[config.mk]
export PLATFORM = sky130hd
export DESIGN_NAME = sid_note_scheduler
export DESIGN_NICKNAME = d
export VERILOG_FILES = /design/src/rtl/sid_note_pkg.sv /design/src/rtl/sid_note_fifo.sv /design/src/rtl/sid_note_scheduler.sv
export SDC_FILE = /design/constraint.sdc
export NUM_CORES = 1
export LEC_CHECK = 0
export ABC_AREA = 1
export BUFFER_PORTS_ARGS = -buffer_cell sky130_fd_sc_hd__buf_2
export CORE_ASPECT_RATIO = 2
export CORE_MARGIN = 4
export CORE_UTILIZATION = 35
export DETAILED_ROUTE_END_ITERATION = 10
export GPL_ROUTABILITY_DRIVEN = 0
export SYNTH_ARGS = -nofsm -noshare
export SYNTH_HDL_FRONTEND = slang
export SYNTH_SLANG_ARGS = --single-unit
[constraint.sdc]
create_clock -name clk -period 4.45 [get_ports clk]
set_clock_uncertainty 0.1 [all_clocks]
set_input_delay 0.6675 -clock clk [delete_from_list [all_inputs] [get_ports clk]]
set_output_delay 0.6675 -clock clk [all_outputs]
set_load 0.01 [all_outputs]
[src/rtl/sid_note_pkg.sv]
// sid_note_pkg: shared types and defaults for the SID V1 note scheduler.
package sid_note_pkg;

    localparam int DEF_DEPTH     = 8;
    localparam int DEF_REL_TICKS = 4;

    typedef enum logic [1:0] {
        IDLE    = 2'd0,
        LOAD    = 2'd1,
        GATE_ON = 2'd2,
        RELEASE = 2'd3
    } state_t;

    // Gate bit is not stored: the scheduler owns it.
    typedef struct packed {
        logic [15:0] freq;
        logic [6:0]  wave;
        logic [7:0]  dur;
    } note_t;

endpackage

[src/rtl/sid_note_fifo.sv]
// sid_note_fifo: single-clock note FIFO with flush; head entry is visible
// combinationally so the scheduler can consume it in its LOAD cycle.
module sid_note_fifo
    import sid_note_pkg::*;
#(
    parameter int DEPTH = DEF_DEPTH,
    localparam int AW = $clog2(DEPTH),
    localparam int LW = AW + 1
) (
    input  logic          clk,
    input  logic          rst,
    input  logic          i_push,
    input  logic          i_pop,
    input  logic          i_flush,
    input  note_t         i_data,
    output note_t         o_head,
    output logic [LW-1:0] o_level,
    output logic          o_full
);

    note_t         r_mem [DEPTH];
    logic [AW-1:0] r_wr_ptr;
    logic [AW-1:0] r_rd_ptr;
    logic [LW-1:0] r_level;

    always_ff @(posedge clk) begin
        if (i_push)
            r_mem[r_wr_ptr] <= i_data;
    end

    always_ff @(posedge clk) begin
        if (rst || i_flush) begin
            r_wr_ptr <= '0;
            r_rd_ptr <= '0;
            r_level  <= '0;
        end else begin
            r_wr_ptr <= r_wr_ptr + AW'(i_push);
            r_rd_ptr <= r_rd_ptr + AW'(i_pop);
            r_level  <= r_level + LW'(i_push) - LW'(i_pop);
        end
    end

    assign o_head  = r_mem[r_rd_ptr];
    assign o_level = r_level;
    assign o_full  = (r_level == LW'(DEPTH));

endmodule

[src/rtl/sid_note_scheduler.sv]
// sid_note_scheduler: plays queued notes on SID V1 (gate, hold, release gap).
// Define SID_NOTE_REST_EN to treat freq==0 entries as silent rests.
module sid_note_scheduler
    import sid_note_pkg::*;
#(
    parameter int DEPTH = DEF_DEPTH,
    parameter int REL_TICKS = DEF_REL_TICKS,
    localparam int LW = $clog2(DEPTH) + 1
) (
    input  logic          clk,
    input  logic          rst,
    input  logic          i_tick,
    input  logic          i_enable,
    input  logic          i_flush,
    input  logic          i_push_valid,
    output logic          o_push_ready,
    input  logic [15:0]   i_push_freq,
    input  logic [7:0]    i_push_wave,
    input  logic [7:0]    i_push_dur,
    output logic [15:0]   o_frequency,
    output logic [7:0]    o_waveform,
    output logic          o_busy,
    output logic [LW-1:0] o_level
);

    state_t      r_state;
    logic [15:0] r_freq;
    logic [6:0]  r_wave;
    logic        r_gate;
    logic [8:0]  r_dur_cnt;
    logic [7:0]  r_rel_cnt;
    logic        w_full;
    logic        w_push;
    logic        w_pop;
    logic        w_rest;
    logic        w_start;
    logic        w_unused_gate;
    note_t       w_head;
    note_t       w_entry;

    assign w_entry       = '{freq: i_push_freq, wave: i_push_wave[7:1], dur: i_push_dur};
    assign w_unused_gate = i_push_wave[0];
    assign w_push        = i_push_valid && !w_full && !i_flush;
    assign w_pop         = (r_state == LOAD) && !i_flush;
    assign w_start       = i_enable && (o_level != '0);

`ifdef SID_NOTE_REST_EN
    assign w_rest = (w_head.freq == 16'd0);
`else
    assign w_rest = 1'b0;
`endif

    sid_note_fifo #(.DEPTH(DEPTH)) u_fifo (
        .clk     (clk),
        .rst     (rst),
        .i_push  (w_push),
        .i_pop   (w_pop),
        .i_flush (i_flush),
        .i_data  (w_entry),
        .o_head  (w_head),
        .o_level (o_level),
        .o_full  (w_full)
    );

    always_ff @(posedge clk) begin
        if (rst) begin
            r_state   <= IDLE;
            r_freq    <= '0;
            r_wave    <= '0;
            r_gate    <= 1'b0;
            r_dur_cnt <= '0;
            r_rel_cnt <= '0;
        end else if (i_flush) begin
            r_state   <= IDLE;
            r_gate    <= 1'b0;
            r_dur_cnt <= '0;
            r_rel_cnt <= '0;
        end else begin
            case (r_state)
                IDLE: r_state <= w_start ? LOAD : IDLE;
                LOAD: begin
                    // A rest keeps the previous pitch/timbre and stays silent.
                    if (!w_rest) begin
                        r_freq <= w_head.freq;
                        r_wave <= w_head.wave;
                    end
                    r_gate    <= !w_rest;
                    r_dur_cnt <= {w_head.dur == 8'd0, w_head.dur};
                    r_state   <= GATE_ON;
                end
                GATE_ON: if (i_tick) begin
                    r_dur_cnt <= r_dur_cnt - 9'd1;
                    if (r_dur_cnt == 9'd1) begin
                        r_state   <= RELEASE;
                        r_gate    <= 1'b0;
                        r_rel_cnt <= 8'(REL_TICKS);
                    end
                end
                RELEASE: if (i_tick) begin
                    r_rel_cnt <= r_rel_cnt - 8'd1;
                    if (r_rel_cnt == 8'd1)
                        r_state <= w_start ? LOAD : IDLE;
                end
                default: r_state <= IDLE;
            endcase
        end
    end

    assign o_frequency  = r_freq;
    assign o_waveform   = {r_wave, r_gate};
    assign o_busy       = (r_state != IDLE);
    assign o_push_ready = !w_full;

endmodule

==> flow_summary.toml, run 1 <==
[clocking]
cts_buffers = 26
cts.sinks = 301
cts_tree = "built"
clock_path_buffers = 3
hold_buffers = 0
clkLatencyLatePin_ps = 540
cts_resized = 0
cts_root_buffer = "clkbuf_16"
clk_pin_slew_ps = 70
cts_setup_buffers = 0
h-tree-depth = 1

[worst_setup_path]
arrival_ps = 2820
start_kind = "flop"
crit_buf_inv = 3
critPathKind = "flop to flop"
worstSetupEndpointType = "flop"
crit_path_max_incr_delay_ps = 710
crit_path_cell_trace = "inv_1 -> ha_1 -> nand3_1 -> nand3_1 -> inv_1 -> nand2_1 -> nor2_4 -> buf_4"
cp_max_fo = 21
critPathRequiredTime_ps = 4570
crit_family = "simple AND/OR/NAND/NOR gates"
crit_slowest_cell = "nor2_4"

[drt]
drtIter0Drc = 526
drcViolationCount = 0
routed_via_density = 5.08
ant_nets = 0
vias = 7970
wl_per_cell_um = 18.1
firstDrtPassIters = 5
wl_mm = 28.3

[sta]
setup_viol = 0
setup_tns_ps = 0
hold_violations = 0
fmax_mhz = 371
fin_crit_sh = 0.606
max_slew_margin = 0.396
tightestPinTransition_ps = 904
finalWorstSetupSlack_ps = 1750
min_period_ps = 2700
rsz0062_at_grt = "false"
slew_viol_final = 0

[logic_synthesis]
seq_area_frac_synth = 0.693
synth_edf_count = 248
syn_area_mm2 = 0.0123
syn_area_per_cell_um2 = 11.7
ys_types = 36
synth_ff_type = "edfxtp_1"
syn-num-nets = 1106
synth_top_cell_by_area = "edfxtp_1"
synthArstFlopShare = 0
netlist_instances = 1049
ys_ff_latch = 301
yosysWarnings = 0
yosys-top-cells-area = "edfxtp_1 61%, dfxtp_1 8.6%, o21ai_0 4.7%, nor2_1 4.6%, nand2_1 4.2%"
synth_top_area_share = 0.607

[grt]
grt_pass1_wl_mm = 43.7
antenna_found_initial = 3
grt_max_degree = 85
track_usage = 0.145
first_global_vias = 7897
overflow = 0

[placement]
pre_cts_slack_ps = 1530
portBuffers = 66
place_hpwl_mm = 16.9

[floorplanning]
boundaryPins = 68
core-area_mm2 = 0.0345
dieWidth_um = 140
rows = 96
initial_core_util = 0.356
die_height_um = 273
die_area_mm2 = 0.0383

[pwr]
p_seq_frac = 0.570
clkPwrFrac = 0.406
total_power_mw = 5.38
intPower_mw = 4.28
peakVddDrop_v = 0.000210
p_comb_frac = 0.024
power.density_mw_per_mm2 = 388
leakagePower_nw = 5.02
switching_share = 0.205
p_switching_mw = 1.10

[job]
max_cap_viol_count = 0

[final_layout]
post-route-util = 0.402
drive_gt1_frac = 0.130
fin_nets = 1163
final_cell_mix = "248 x edfxtp_1, 141 x nor2_1, 138 x nand2_1, 116 x o21ai_0, 71 x inv_1"
final_common_cell = "edfxtp_1"
syn_to_final_growth_pct = 13.0

[run_status]
status = "finished, final reports clean"

[min_path]
worstHoldPathType = "primary input to flop"
## synthesized netlist by cell type, types with 3 or more instances
library cell  instances
o221ai_1             47
buf_2                23
o21ai_0             116
buf_4                 4
xor2_1                5
nand4_1               4
clkbuf_1             21
nand3_1              46
nand2_1             138
buf_6                 9
inv_1                71
nor2_1              150
dfxtp_1              53
xnor2_1               4
ha_1                 18
o21ai_1              23
inv_2                 3
edfxtp_1            248
a21oi_1              49
## area by class of cell
| cell class | count | area, um^2 |
|---|---|---|
| fillers | 3199 | 20600 |
| repair buffers | 87 | 488 |
| flip-flops and latches | 301 | 8510 |
| diodes | 2 | 5.00 |
| multi-input cells | 615 | 3210 |
| clock inverters | 15 | 116 |
| inverters | 75 | 287 |
| clock buffers | 33 | 698 |
| well taps | 441 | 552 |
## metal layers
layer,GRT usage,vias to the layer above,part of all wire
li1,-,3822,-
met1,0.160,3909,0.38
met2,0.278,186,0.55
met3,0.0166,53,0.035
met4,0.0615,0,0.034
met5,0,-,0
## path summary, 6_finish.rpt
| kind | slack (ps) | from | depth (start not counted) | to |
|---|---|---|---|---|
| worst min-delay path | 290 | i_push_freq[1] | 1 | u_fifo.r_mem[2][16]$_DFFE_PP_ |
| worst max register to register | 1750 | u_fifo.o_level[2]$_SDFF_PP0_ | 8 | u_fifo.r_mem[7][0]$_DFFE_PP_ |
| worst min register to register | 370 | r_rel_cnt[0]$_SDFFE_PP0P_ | 1 | r_rel_cnt[0]$_SDFFE_PP0P_ |
| worst max-delay path | 1750 | u_fifo.o_level[2]$_SDFF_PP0_ | 8 | u_fifo.r_mem[7][0]$_DFFE_PP_ |
## through the flow
stage	area [um^2]	hold slack [ps]	cells
CTS	13900	269	1567
global placement	13100	347	1519
global route	13900	276	1569
floorplan	12300	331	1049
finish	13900	286	1569
detailed placement	13100	364	1519
## power by group through the flow
stage / Combinational, mW / Sequential [mW] / Clock (mW)
final: 0.127 / 3.07 / 2.19
after global routing: 0.144 / 3.07 / 2.32
after CTS: 0.130 / 3.07 / 2.23
after detailed placement: 0.130 / 3.13 / 0
after global placement: 0.127 / 3.13 / 0
after floorplan: 0.0557 / 3.14 / 0
## state kept, by name, summed over array words and instances (netlist names), 3 cells and up
name / flops
u_fifo.r_mem: 248
r_rel_cnt: 8
u_fifo.o_level: 4
r_dur_cnt: 9
o_frequency: 16
u_fifo.r_wr_ptr: 3
u_fifo.r_rd_ptr: 3
r_wave: 7
## kinds of logic after synthesis
logic type,synth area share
flip-flops,0.693
buffers and inverters,0.0505
XOR/XNOR,0.00642
adder cells (fa/ha/maj),0.0200
AO/OA/AOI/OAI,0.115
AND/OR/NAND/NOR,0.115
Power figures use the tool's default switching activity.
==> run 2: changes to the inputs <==
clock period = 2.68 ns   (was 4.45 ns; I/O delays follow)
==> flow_summary.toml, run 2 (same netlist as run 1, synthesis figures left out) <==
[run_status]
status = "finished, final reports clean"

[floorplanning]
core-area_mm2 = 0.0345
rows = 96
die_height_um = 273
initial_core_util = 0.356
boundaryPins = 68
dieWidth_um = 140
die_area_mm2 = 0.0383

[clocking]
clock_path_buffers = 3
cts_setup_buffers = 0
cts_buffers = 24
clkLatencyLatePin_ps = 530
cts_root_buffer = "clkbuf_16"
cts.sinks = 301
cts_resized = 0
cts_tree = "built"
h-tree-depth = 1
clk_pin_slew_ps = 70
hold_buffers = 0

[placement]
place_hpwl_mm = 16.5
placed_area_mm2 = 0.0132
pre_cts_slack_ps = 496
portBuffers = 66

[min_path]
worstHoldPathType = "primary input to flop"

[worst_setup_path]
crit_path_max_incr_delay_ps = 510
critPathKind = "flop to flop"
crit_slowest_cell = "a21oi_2"
cp_max_fo = 15
arrival_ps = 2550
crit_top_cell = "a21oi_1"
critPathRequiredTime_ps = 3030
worstSetupEndpointType = "flop"
crit_path_cell_trace = "inv_1 -> ha_1 -> a21oi_2 -> inv_2 -> a21oi_1 -> o21ai_0 -> a21oi_1"
start_kind = "flop"

[sta]
max_slew_margin = 0.455
fmax_mhz = 456
tightestPinTransition_ps = 817
rsz0062_at_grt = "false"
min_period_ps = 2190
finalWorstSetupSlack_ps = 488
slew_viol_final = 0
hold_violations = 0
fin_crit_sh = 0.818
setup_tns_ps = 0
setup_viol = 0

[drt]
wl_per_cell_um = 17.9
routed_via_density = 5.07
vias = 7939
firstDrtPassIters = 6
drtIter0Drc = 487
wl_mm = 28.1
drcViolationCount = 0
ant_nets = 0

[grt]
grt_max_degree = 126
first_global_vias = 8077
grt_pass1_wl_mm = 43.4
overflow = 0
antenna_found_initial = 3
track_usage = 0.144

[final_layout]
fin_area_mm2 = 0.0140
regMostFlops = "u_fifo.r_mem"
final_cell_mix = "248 x edfxtp_1, 141 x nor2_1, 138 x nand2_1, 116 x o21ai_0, 71 x inv_1"
final_common_cell = "edfxtp_1"
syn_to_final_growth_pct = 13.9
nFillCells = 3153
multi_input_area_mm2 = 0.00321
seq_area_mm2 = 0.00851
drive_gt1_frac = 0.128
largest_reg_flops = 248
fin_nets = 1163

[pwr]
peakVddDrop_v = 0.000386
power.density_mw_per_mm2 = 632
leakagePower_nw = 5.05

[job]
max_cap_viol_count = 0
-- run 2: final timing paths --
path | startpoint | to | slack, ps | cells past startpoint
max | r_state[0]$_SDFFE_PP0P_ | r_dur_cnt[6]$_SDFFE_PP0P_ | 490 | 7
min | i_push_dur[2] | u_fifo.r_mem[7][2]$_DFFE_PP_ | 40 | 1
max reg2reg | r_state[0]$_SDFFE_PP0P_ | r_dur_cnt[6]$_SDFFE_PP0P_ | 490 | 7
min reg2reg | r_rel_cnt[0]$_SDFFE_PP0P_ | r_rel_cnt[0]$_SDFFE_PP0P_ | 360 | 1
-- run 2: area by class of cell --
| cell class | instances | share of cell area |
|---|---|---|
| antenna | 2 | 0.000358 |
| clock buffer | 34 | 0.0479 |
| clock inverter | 10 | 0.00752 |
| inverter | 75 | 0.0205 |
| multi-input combinational | 615 | 0.230 |
| sequential | 301 | 0.609 |
| tap | 441 | 0.0395 |
| timing repair buffer | 89 | 0.0458 |
-- run 2: metal layers --
layer,part of all wire,global-route usage,vias to the layer above
met3,0.036,0.0163,38
met4,0.026,0.0541,0
met5,0,0,-
met1,0.38,0.153,3922
li1,-,-,3820
met2,0.56,0.284,159
-- run 2: worst max-delay path, delay by kind of cell, from the launching register on --
| kind | cells | cell delay (ps) |
|---|---|---|
| buffers and inverters | 2 | 270 |
| adder cells (fa/ha/maj) | 1 | 430 |
| AO/OA/AOI/OAI | 4 | 920 |
| flip-flops | 1 | 390 |
-- run 2: through the flow --
stage / total power [mW] / utilization / hold slack [ps] / cells
after detailed placement: 5.42 / 0.383 / 351 / 1521
after global routing: 9.13 / 0.406 / 34.5 / 1567
after global placement: 5.42 / 0.383 / 349 / 1521
after CTS: 8.92 / 0.406 / 9.86 / 1565
final: 8.83 / 0.406 / 37.4 / 1567
after floorplan: 5.30 / - / 331 / 1049
-- run 2: report_power, final --
group	switching (mW)	internal [mW]
combinational	0.149	0.0677
clock	1.58	1.95
sequential	0.00971	5.09
total	1.73	7.10
==> run 3: changes to the inputs <==
ABC_AREA = 0   (was 1)
clock period = 2.2 ns   (was 2.68 ns; I/O delays follow)
==> flow_summary.toml, run 3 <==
[sta]
rsz0062_at_grt = "false"
tightestPinTransition_ps = 550
setup_viol = 0
fin_crit_sh = 0.951
hold_violations = 0
whs_ps = 89.3
min_period_ps = 2090
slew_viol_final = 0
fmax_mhz = 478
max_slew_margin = 0.629

[worst_setup_path]
start_kind = "flop"
crit_top_cell = "inv_1"
crit_path_cell_trace = "inv_2 -> ha_4 -> nand2_4 -> and3b_2 -> inv_1 -> ha_1 -> inv_1 -> ha_2 -> fa_2 -> and2_1"
crit_family = "adder cells"
critPathRequiredTime_ps = 2530
crit_slowest_cell = "fa_2"
critPathKind = "flop to flop"
arrival_ps = 2430
rrSetupSlack_ps = 110
crit_path_max_incr_delay_ps = 420
worstSetupEndpointType = "flop"
cp_max_fo = 3
crit_buf_inv = 3

[final_layout]
n_antenna_cell = 0
fin_nets = 838
post-route-util = 0.424
instances_no_fill = 1236
fin_area_mm2 = 0.0142
seq_area_mm2 = 0.00852
regMostFlops = "u_fifo.r_mem"
syn_to_final_growth_pct = 20.1
drive_gt1_frac = 0.289
final_common_cell = "edfxtp_1"
largest_reg_flops = 248
multi_input_area_mm2 = 0.00319
final_cell_mix = "248 x edfxtp_1, 66 x buf_2, 62 x mux4_2, 48 x dfxtp_1, 42 x nor2_1"
nFillCells = 2994

[placement]
placed_area_mm2 = 0.0130
placed_cells = 1157
place_hpwl_mm = 15.1
portBuffers = 66

[pwr]
peakVddDrop_v = 0.000457
power.density_mw_per_mm2 = 779
leakagePower_nw = 4.56
total_power_mw = 11.1

[logic_synthesis]
yosysWarnings = 0
ys_top_cells_by_count = "248 x edfxtp_1, 62 x mux4_2, 53 x dfxtp_1, 49 x nor2_1, 27 x mux2i_1"
synth_edf_count = 248
ys_ff_latch = 301
yosys-top-cells-area = "edfxtp_1 63%, mux4_2 12%, dfxtp_1 9.0%, mux2i_1 2.3%, ha_1 1.9%"
syn_area_mm2 = 0.0118
synth_top_cell_by_area = "edfxtp_1"
synth_most_common_cell = "edfxtp_1"
syn-num-nets = 712
seq_area_frac_synth = 0.720
synthArstFlopShare = 0
synth_ff_type = "edfxtp_1"
synth_top_area_share = 0.630
syn_area_per_cell_um2 = 18.0
netlist_instances = 655
ys_types = 48

[drt]
wl_per_cell_um = 19.9
vias = 6140
drcViolationCount = 0
routed_via_density = 4.97
ant_nets = 0
drtIter0Drc = 207
wl_mm = 24.7
firstDrtPassIters = 4

[grt]
grt_max_degree = 47
first_global_vias = 6523
overflow = 0
grt_pass1_wl_mm = 38.5
track_usage = 0.137
antenna_found_initial = 0

[clocking]
cts_setup_buffers = 0
cts_root_buffer = "clkbuf_16"
cts_tree = "built"
h-tree-depth = 1
cts.sinks = 301
clk_pin_slew_ps = 70
clkLatencyLatePin_ps = 530
clock_path_buffers = 3
cts_buffers = 27

[floorplanning]
boundaryPins = 68
rows = 95
die_height_um = 268
initial_core_util = 0.353
die_area_mm2 = 0.0369
core-area_mm2 = 0.0335
dieWidth_um = 138

[job]
max_cap_viol_count = 0

[run_status]
status = "finished, final reports clean"

[min_path]
worstHoldPathType = "primary input to flop"
==> run 3: changes by cell type after synthesis, moves of 27 or more <==
cell	previous run	this run
nand2_1	138	19
o21ai_0	116	4
nor2_1	150	49
mux4_2	0	62
inv_1	71	16
o221ai_1	47	0
nand3_1	46	7
a21oi_1	49	16
mux2i_1	0	27
==> run 3: report_power, final <==
| group | switching (mW) | internal (mW) | leakage, nW |
|---|---|---|---|
| clock | 1.99 | 2.53 | 0.414 |
| combinational | 0.188 | 0.142 | 1.47 |
| sequential | 0.0143 | 6.20 | 2.67 |
| total | 2.19 | 8.87 | 4.56 |
==> run 3: kinds of logic after synthesis <==
kind of cell	Yosys count	synth area share
muxes	93	0.146
and+or+nand+nor	114	0.0458
AOI/OAI and AO/OA	70	0.0402
DFF	301	0.720
xor gates and xnor gates	9	0.00667
adders and majority gates	19	0.0208
buffers and inverters	49	0.0208
==> run 3: tightest hold or removal path, stage by stage <==
cell	delay, ps
buf_2	110
nor2_1	80
and2_1	160
==> run 3: path summary, 6_finish.rpt <==
kind,startpoint,endpoint,depth (start not counted)
max,u_fifo.o_level[2]$_SDFF_PP0_,u_fifo.o_level[1]$_SDFF_PP0_,10
min,rst,u_fifo.r_wr_ptr[1]$_SDFF_PP0_,3
max reg2reg,u_fifo.o_level[2]$_SDFF_PP0_,u_fifo.o_level[1]$_SDFF_PP0_,10
min reg2reg,r_rel_cnt[0]$_SDFFE_PP0P_,r_rel_cnt[0]$_SDFFE_PP0P_,2
==> run 3: timing repair <==
action / CTS / global route
hold buffers: 31 / 0
endpoints found under the hold margin: 248 / 0
endpoints found under the setup margin: 0 / 1
gates resized for setup: 0 / 2
==> run 3: metal layers <==
metal,track usage,vias to the layer above,part of all wire
met5,0,-,0
met4,0.0361,0,0.020
met3,0.0172,32,0.038
met2,0.265,118,0.56
met1,0.158,3153,0.38
li1,-,2837,-
==> run 3: layout make-up <==
| cell class | count | area share |
|---|---|---|
| Timing Repair Buffer | 129 | 0.0735 |
| Tap cell | 436 | 0.0384 |
| Inverter | 17 | 0.00449 |
| Sequential cell | 301 | 0.600 |
| Multi-Input combinational cell | 305 | 0.225 |
| Clock buffer | 40 | 0.0538 |
| Clock inverter | 8 | 0.00520 |
==> run 3: stage by stage <==
step                setup TNS [ps]  setup WS (ps)
finish                           0            109
global route                     0           24.5
CTS                              0           89.3
detailed placement               0            102
global placement                 0            120
floorplan                    -7190           -117
